$ cat src/rtl/max7219_chain.sv
// Serial driver for a daisy chain of MAX7219 devices: one strobe shifts one 16-bit
// register write per device out in a single CS-low window, timed by a clock-enable divider.
module max7219_chain #(
  parameter int unsigned N_DEV    = 4,
  parameter int unsigned HALF_DIV = 25
) (
  input  logic                sys_clk,
  input  logic                rst,
  input  logic                str,
  input  logic [16*N_DEV-1:0] frame,
  input  logic [N_DEV-1:0]    dev_en,
  output logic                busy,
  output logic                done,
  output logic                CS,
  output logic                CLK,
  output logic                Din
);

  localparam int unsigned B  = 16 * N_DEV;
  localparam int unsigned PW = $clog2(HALF_DIV + 1);
  localparam int unsigned BW = $clog2(B);
  localparam logic [PW-1:0] PhaseLast = PW'(HALF_DIV - 1);
  localparam logic [BW-1:0] BitLast   = BW'(B - 1);

  typedef enum logic [2:0] {StIdle, StSetup, StHigh, StLow, StHold, StGap} state_e;

  state_e        state_q, state_d;
  logic [PW-1:0] phase_q, phase_d;
  logic [BW-1:0] bitcnt_q, bitcnt_d;
  logic [B-1:0]  shift_q, shift_d;
  logic [B-1:0]  load;
  logic          cs_q, cs_d, clk_q, clk_d, din_q, din_d, done_q, done_d;
  logic          phase_end;

  // Masked devices get the MAX7219 no-op frame so the rest of the chain stays aligned.
  always_comb begin
    load = '0;
    for (int k = 0; k < int'(N_DEV); k++) begin
      load[16*k +: 16] = dev_en[k] ? frame[16*k +: 16] : 16'h0000;
    end
  end

  assign phase_end = (phase_q == PhaseLast);

  always_comb begin
    state_d  = state_q;
    bitcnt_d = bitcnt_q;
    shift_d  = shift_q;
    cs_d     = cs_q;
    clk_d    = clk_q;
    din_d    = din_q;
    done_d   = 1'b0;
    unique case (state_q)
      StIdle: begin
        cs_d  = 1'b1;
        clk_d = 1'b0;
        din_d = 1'b0;
        if (str) begin
          shift_d  = load;
          bitcnt_d = BitLast;
          cs_d     = 1'b0;
          din_d    = load[B-1];
          state_d  = StSetup;
        end
      end
      StSetup, StLow: begin
        if (phase_end) begin
          clk_d   = 1'b1;
          state_d = StHigh;
        end
      end
      StHigh: begin
        if (phase_end) begin
          clk_d = 1'b0;
          if (bitcnt_q == '0) begin
            state_d = StHold;
          end else begin
            shift_d  = {shift_q[B-2:0], 1'b0};
            din_d    = shift_q[B-2];
            bitcnt_d = bitcnt_q - BW'(1);
            state_d  = StLow;
          end
        end
      end
      StHold: begin
        if (phase_end) begin
          cs_d    = 1'b1;
          din_d   = 1'b0;
          state_d = StGap;
        end
      end
      StGap: begin
        if (phase_end) begin
          state_d = StIdle;
          done_d  = 1'b1;
        end
      end
      default: state_d = StIdle;
    endcase
    // Every phase end changes state, so clearing here clears on each state change.
    phase_d = (state_q == StIdle || phase_end) ? '0 : phase_q + PW'(1);
  end

  always_ff @(posedge sys_clk) begin
    if (rst) begin
      state_q  <= StIdle;
      phase_q  <= '0;
      bitcnt_q <= '0;
      shift_q  <= '0;
      cs_q     <= 1'b1;
      clk_q    <= 1'b0;
      din_q    <= 1'b0;
      done_q   <= 1'b0;
    end else begin
      state_q  <= state_d;
      phase_q  <= phase_d;
      bitcnt_q <= bitcnt_d;
      shift_q  <= shift_d;
      cs_q     <= cs_d;
      clk_q    <= clk_d;
      din_q    <= din_d;
      done_q   <= done_d;
    end
  end

  assign busy = (state_q != StIdle);
  assign done = done_q;
  assign CS   = cs_q;
  assign CLK  = clk_q;
  assign Din  = din_q;

endmodule
$ cat config.mk
export PLATFORM = sky130hd
export DESIGN_NAME = max7219_chain
export DESIGN_NICKNAME = d
export VERILOG_FILES = /design/src/rtl/max7219_chain.sv
export SDC_FILE = /design/constraint.sdc
export NUM_CORES = 1
export LEC_CHECK = 0
export CAP_MARGIN = 20
export CORE_AREA = 2 2 107 109
export DETAILED_ROUTE_END_ITERATION = 8
export DIE_AREA = 0 0 109 111
export SYNTH_ARGS = -nofsm -noshare
export SYNTH_HDL_FRONTEND = slang
export SYNTH_SLANG_ARGS = --single-unit
$ cat constraint.sdc
create_clock -name sys_clk -period 4.4 [get_ports sys_clk]
set_input_delay 0.88 -clock sys_clk [delete_from_list [all_inputs] [get_ports sys_clk]]
set_output_delay 0.88 -clock sys_clk [all_outputs]
set_load 0.03 [all_outputs]
==> impl_metrics.env, run 1 <==
export IMPL_peakVddDrop_mv=0.186
export IMPL_maxCapViolations=0
export IMPL_synthAdderAreaFrac_pct=0.882
export IMPL_antenna_found_initial=0
export IMPL_syn_area_sq_um=4250
export IMPL_r2r_setup_slack_ns=1.46
export IMPL_die_h_um=111
export IMPL_die_w_um=109
export IMPL_r2r_start="state_q[1]"
export IMPL_cts_buffers=9
export IMPL_tns_ns=0
export IMPL_min_period_ns=2.94
export IMPL_cts_path_max_buffers=2
export IMPL_placed_cell_area_sq_um=4950
export IMPL_grt_max_degree=66
export IMPL_drt_wl_total_um=10400
export IMPL_grt_use_met3_pct=2.94
export IMPL_root_buffer="clkbuf_16"
export IMPL_ys_seq_area_share_pct=38.1
export IMPL_synth_xor_area_share_pct=0.824
export IMPL_final_cells=660
export IMPL_cp_start_kind="flop"
export IMPL_grt_use_met1_pct=25.2
export IMPL_area_growth_pct=23.7
export IMPL_tightest_slew_ns=1.06
export IMPL_synth_compound_area_share_pct=26.4
export IMPL_wl_per_cell_um=15.8
export IMPL_n_fill_cell=1044
export IMPL_placedCellCount=644
export IMPL_met2_usage_pct=26.7
export IMPL_final_area_sq_um=5260
export IMPL_async_flop_share_pct=0
export IMPL_end_kind="flop"
export IMPL_cp_endpoint="shift_q[33]"
export IMPL_dr_pass1_iters=4
export IMPL_cts_tree="yes"
export IMPL_vias_per_cell=5.66
export IMPL_finalHoldViolations=0
export IMPL_setup_viol=0
export IMPL_fmax_ghz=0.340
export IMPL_top_usage_layer="met2"
export IMPL_synth_edf_count=0
export IMPL_cts_resized=0
export IMPL_run_status="finished, final reports clean"
export IMPL_syn_avg_cell_area_sq_um=8.97
export IMPL_synth_seq_cells=81
export IMPL_first_global_vias=3594
export IMPL_syn_nets=548
export IMPL_core_area_sq_um=11100
export IMPL_clkSlewWorstSetupHoldPaths_ns=0.06
export IMPL_reg2reg_to="shift_q[33]"
export IMPL_worstSetupStartpoint="state_q[1]"
export IMPL_fp_row_count=39
export IMPL_yosysWarnings=0
export IMPL_layout_drive_gt1_share_pct=17.2
export IMPL_drv_slew=0
export IMPL_cts_max_level=3
export IMPL_crit_fanout=65
export IMPL_drtAntennaViolNets=0
export IMPL_syn_instance_count=474
export IMPL_final_period_utilization_pct=66.8
export IMPL_clock_latency_ns=0.34
export IMPL_skew_ns=0.00863
export IMPL_drt_iter0_drc=252
export IMPL_grt_setup_unrepaired="false"
export IMPL_slew_headroom_pct=29.1
export IMPL_grt_util_all_layers_pct=17.5
export IMPL_portBuffers=75
export IMPL_fin_util_pct=47.5
export IMPL_ios=76
export IMPL_ctsHoldBuffers=0
export IMPL_via_count=3733
export IMPL_cts_sinks=81
export IMPL_p_leak_nw=1.68
export IMPL_hpwlAfterDp_um=6560
export IMPL_reg2regPathDepth=4
export IMPL_gp_congestion=0.760
export IMPL_synth_ff_type="dfxtp_1"
export IMPL_dieArea_sq_um=12100
export IMPL_grt_ovfl_total=0
export IMPL_cts_setup_buffers=0
export IMPL_crit_arrival_ns=3.09
export IMPL_muxShareOfSynthArea_pct=0.265
export IMPL_grt_first_pass_wirelength_um=17400
export IMPL_diodes=0
export IMPL_synth_top_family_by_area="compound AO/OA/AOI/OAI gates"
export IMPL_drc_errors=0
export IMPL_synth_simple_area_share_pct=25.6
export IMPL_critical_path_class="reg -> reg"
export IMPL_final_net_count=586
export IMPL_hold_path_class="reg -> reg"
export IMPL_powerDensity_nw_per_um2=355
export IMPL_start_util_pct=38.4
export IMPL_post_synth_num_cell_types=42
export IMPL_cp_data_required_time_ns=4.55
## per-stage QoR
stage	hold slack, ns	total power, W	setup slack (ns)
2_1_floorplan	0.430	0.00101	2.48
3_3_place_gp	0.443	0.00110	1.58
3_5_place_dp	0.458	0.00111	1.48
4_1_cts	0.468	0.00189	1.47
5_1_grt	0.494	0.00194	1.29
6_report	0.465	0.00187	1.46
## worst max-delay path, cell delays in order, from the launching register on
cell      delay, ns
dfxtp_1        0.50
or3b_2         0.77
a211o_1        0.44
nand2_4        0.77
a311oi_2       0.22
## final cells by class
type                       instances  area, sq um  area share [%]
clock buffer                       9          225            4.28
clock inverter                     7         85.1            1.62
inverter                           9         33.8           0.642
multi-input combinational        330         2310            44.0
sequential                        81         1620            30.8
tap                              143          179            3.40
timing repair buffer              81          806            15.3
## worst min path at each step
stage	from	to	slack, ns	depth (start not counted)
final	CLK	CLK	0.47	2
after global routing	CLK	CLK	0.49	2
after CTS	CLK	CLK	0.47	2
after detailed placement	CLK	CLK	0.46	2
after global placement	phase_q[0]	phase_q[0]	0.44	1
after floorplan	phase_q[0]	phase_q[0]	0.43	1
## metal layers
layer  share of wire (%)  up-vias
met3                 4.6       13
met1                  49     1787
li1                    -     1843
met5                   0        -
met4                 1.2        0
met2                  45       90
## cells in the mapped netlist (2+ instances only)
cell | number | area share, %
nand3_1 | 68 | 8.0
xnor2_1 | 2 | 0.41
clkbuf_4 | 5 | 0.88
dfxtp_1 | 81 | 38
a211oi_1 | 2 | 0.35
ha_1 | 3 | 0.88
o21ai_0 | 7 | 0.82
nand4_1 | 2 | 0.29
a21oi_1 | 5 | 0.59
nor3_1 | 67 | 7.9
and2_1 | 2 | 0.29
buf_6 | 6 | 1.6
buf_4 | 6 | 1.1
clkbuf_1 | 25 | 2.2
a211o_1 | 2 | 0.41
xor2_1 | 2 | 0.41
buf_1 | 4 | 0.35
a311oi_2 | 59 | 21
inv_1 | 9 | 0.79
nor2_1 | 11 | 0.97
nand2_1 | 71 | 6.3
nor3b_1 | 2 | 0.35
buf_2 | 8 | 0.94
nor2b_1 | 2 | 0.29
a311oi_1 | 4 | 0.82
o21a_1 | 3 | 0.53
## cells in the final DEF (no fill, tap or decap), types with 3 or more instances in the layout
master | Yosys | routed
a21oi_1 | 5 | 5
a311oi_1 | 4 | 4
a311oi_2 | 59 | 59
buf_4 | 6 | 6
clkbuf_16 | 0 | 9
clkdlybuf4s50_1 | 0 | 74
dfxtp_1 | 81 | 81
ha_1 | 3 | 3
inv_1 | 9 | 9
inv_6 | 0 | 3
nand2_1 | 71 | 70
nand3_1 | 68 | 68
nor2_1 | 11 | 11
nor3_1 | 67 | 67
o21a_1 | 3 | 3
o21ai_0 | 7 | 7
## cells by family after synthesis
family / after synthesis
simple gates: 231
compound gates: 91
mux: 1
xor+xnor: 4
flops: 81
fa+ha+maj: 3
buf+inv: 63
## flip-flops by register name (all words and copies together) (netlist names)
register / flops
shift_q: 63
CLK: 1
bitcnt_q: 6
phase_q: 5
state_q: 3
Din: 1
CS: 1
done: 1
## report_power, final
group / switching [W] / internal (W)
combinational: 0.000137 / 0.000137
clock: 0.000330 / 0.000452
sequential: 0.0000303 / 0.000785
total: 0.000497 / 0.00137
No activity file was read; power rests on OpenSTA's default activity.
==> inputs of run 2 (changes only) <==
==> constraint.sdc (replaced) <==
create_clock -name sys_clk -period 2.55 [get_ports sys_clk]
set_input_delay 0.51 -clock sys_clk [delete_from_list [all_inputs] [get_ports sys_clk]]
set_output_delay 0.51 -clock sys_clk [all_outputs]
set_load 0.03 [all_outputs]
==> run 2 against run 1 <==
  * Global-route usage increased by 0.11 points
  * Worst setup slack got worse by 1.2 ns
  * Non-clock buffer count increased by 5
  * Die area unchanged
  * Clock skew about the same
==> impl_metrics.env, run 2 (synthesis results as in run 1) <==
export IMPL_first_global_vias=3588
export IMPL_setup_viol=0
export IMPL_end_kind="flop"
export IMPL_final_net_count=591
export IMPL_n_fill_cell=1040
export IMPL_drv_slew=0
export IMPL_tns_ns=0
export IMPL_skew_ns=0.00834
export IMPL_portBuffers=75
export IMPL_vias_per_cell=5.63
export IMPL_drc_errors=0
export IMPL_crit_arrival_ns=2.47
export IMPL_grt_max_degree=67
export IMPL_top_regs="shift_q x63, bitcnt_q x6, phase_q x5"
export IMPL_fp_row_count=39
export IMPL_grt_ovfl_total=0
export IMPL_diodes=0
export IMPL_cp_endpoint="shift_q[29]"
export IMPL_maxCapViolations=0
export IMPL_holdCritStartpoint="rst"
export IMPL_largest_reg_flops=63
export IMPL_cts_setup_buffers=0
export IMPL_fmax_ghz=0.438
export IMPL_cts_path_max_buffers=2
export IMPL_cts_resized=0
export IMPL_gp_congestion=0.783
export IMPL_final_period_utilization_pct=89.6
export IMPL_critical_path_class="reg -> reg"
export IMPL_clkSlewWorstSetupHoldPaths_ns=0.06
export IMPL_drt_wl_total_um=10400
export IMPL_root_buffer="clkbuf_16"
export IMPL_final_cells=664
export IMPL_layout_common_cells="dfxtp_1, clkdlybuf4s50_1, nand2_1"
export IMPL_die_h_um=111
export IMPL_p_total_w=0.00324
export IMPL_grt_first_pass_wirelength_um=17400
export IMPL_die_w_um=109
export IMPL_placedCellCount=649
export IMPL_cts_buffers=9
export IMPL_reg2regPathDepth=5
export IMPL_antenna_found_initial=0
export IMPL_ios=76
export IMPL_powerDensity_nw_per_um2=606
export IMPL_run_status="finished, final reports clean"
export IMPL_r2r_setup_slack_ns=0.27
export IMPL_tightest_slew_ns=0.584
export IMPL_via_count=3736
export IMPL_drt_iter0_drc=193
export IMPL_cp_data_required_time_ns=2.73
export IMPL_register_area_sq_um=1620
export IMPL_ctsHoldBuffers=0
export IMPL_clock_latency_ns=0.33
export IMPL_finalHoldViolations=0
export IMPL_worstSetupStartpoint="state_q[1]"
export IMPL_cts_tree="yes"
export IMPL_hold_path_class="in -> reg"
export IMPL_layout_drive_gt1_share_pct=17.9
export IMPL_worstPathCellList="or3b_2 > a211o_1 > nand2_4 > buf_4 > a311oi_2"
export IMPL_dieArea_sq_um=12100
export IMPL_core_area_sq_um=11100
export IMPL_max_stage_delay_ns=0.64
export IMPL_cp_start_kind="flop"
export IMPL_cts_max_level=3
export IMPL_crit_fanout=19
export IMPL_reg2reg_to="shift_q[29]"
export IMPL_hpwlAfterDp_um=6610
export IMPL_area_growth_pct=25.6
export IMPL_r2r_start="state_q[1]"
export IMPL_grt_util_all_layers_pct=17.6
export IMPL_wl_per_cell_um=15.6
export IMPL_peakVddDrop_mv=0.360
export IMPL_slew_headroom_pct=61.0
export IMPL_dr_pass1_iters=5
export IMPL_grt_setup_unrepaired="false"
export IMPL_cp_slowest_cell="or3b_2"
export IMPL_p_leak_nw=1.72
export IMPL_cts_sinks=81
export IMPL_regMostFlops="shift_q"
export IMPL_start_util_pct=38.4
export IMPL_drtAntennaViolNets=0
export IMPL_final_common_cell="dfxtp_1"
export IMPL_multi_input_area_sq_um=2310
export IMPL_min_period_ns=2.28
-- run 2: changes by cell type in the layout (fill, tap and decap cells not counted) --
cell and delta:
buf_12 +3, buf_4 +2, clkbuf_8 +4, clkinv_2 +1, clkinv_4 -2, inv_6 -3
inv_8 -1
-- run 2: cell type report --
type / instances / share of cell area (%)
clock buffers: 13 / 5.24
clock inverters: 2 / 0.656
inverters: 9 / 0.632
multi-input cells: 330 / 43.3
flip-flops and latches: 81 / 30.3
well taps: 143 / 3.35
repair buffers: 86 / 16.5
-- run 2: per-stage QoR --
step | utilization (%) | cell area, sq um | hold WS, ns | worst slack (ns)
final | 48.2 | 5340 | 0.448 | 0.266
after global routing | 48.2 | 5340 | 0.452 | 0.116
after CTS | 48.2 | 5340 | 0.438 | 0.254
after detailed placement | 45.4 | 5030 | 0.457 | 0.289
after global placement | 45.4 | 5030 | 0.445 | 0.350
after floorplan | - | 4250 | 0.430 | 0.629
-- run 2: power breakdown --
| part | switching (W) | internal [W] | total [W] |
|---|---|---|---|
| Clock | 0.000488 | 0.000858 | 0.00135 |
| Combinational | 0.000240 | 0.000248 | 0.000488 |
| Sequential | 0.0000513 | 0.00135 | 0.00141 |
| Total | 0.000779 | 0.00246 | 0.00324 |
-- run 2: per-layer routing --
| metal | part of all wire, % | track usage (%) |
|---|---|---|
| met1 | 49 | 25.3 |
| met2 | 46 | 26.8 |
| met3 | 4.7 | 3.76 |
| met4 | 0.96 | 4.27 |
| met5 | 0 | 0 |
-- run 2: how the worst min path moves through the flow --
stage,to,slack [ns],cells after the start
floorplan,phase_q[0],0.43,1
global placement,phase_q[0],0.44,1
detailed placement,phase_q[0],0.46,1
CTS,CLK,0.44,2
global route,state_q[2],0.45,2
finish,CLK,0.45,2
-- run 2: critical path, delay by kind of cell, from the launching register on --
family | cells | cell delay, ns
and+or+nand+nor | 2 | 0.75
AOI/OAI and AO/OA | 2 | 0.56
DFF | 1 | 0.49
buffers and inverters | 1 | 0.32
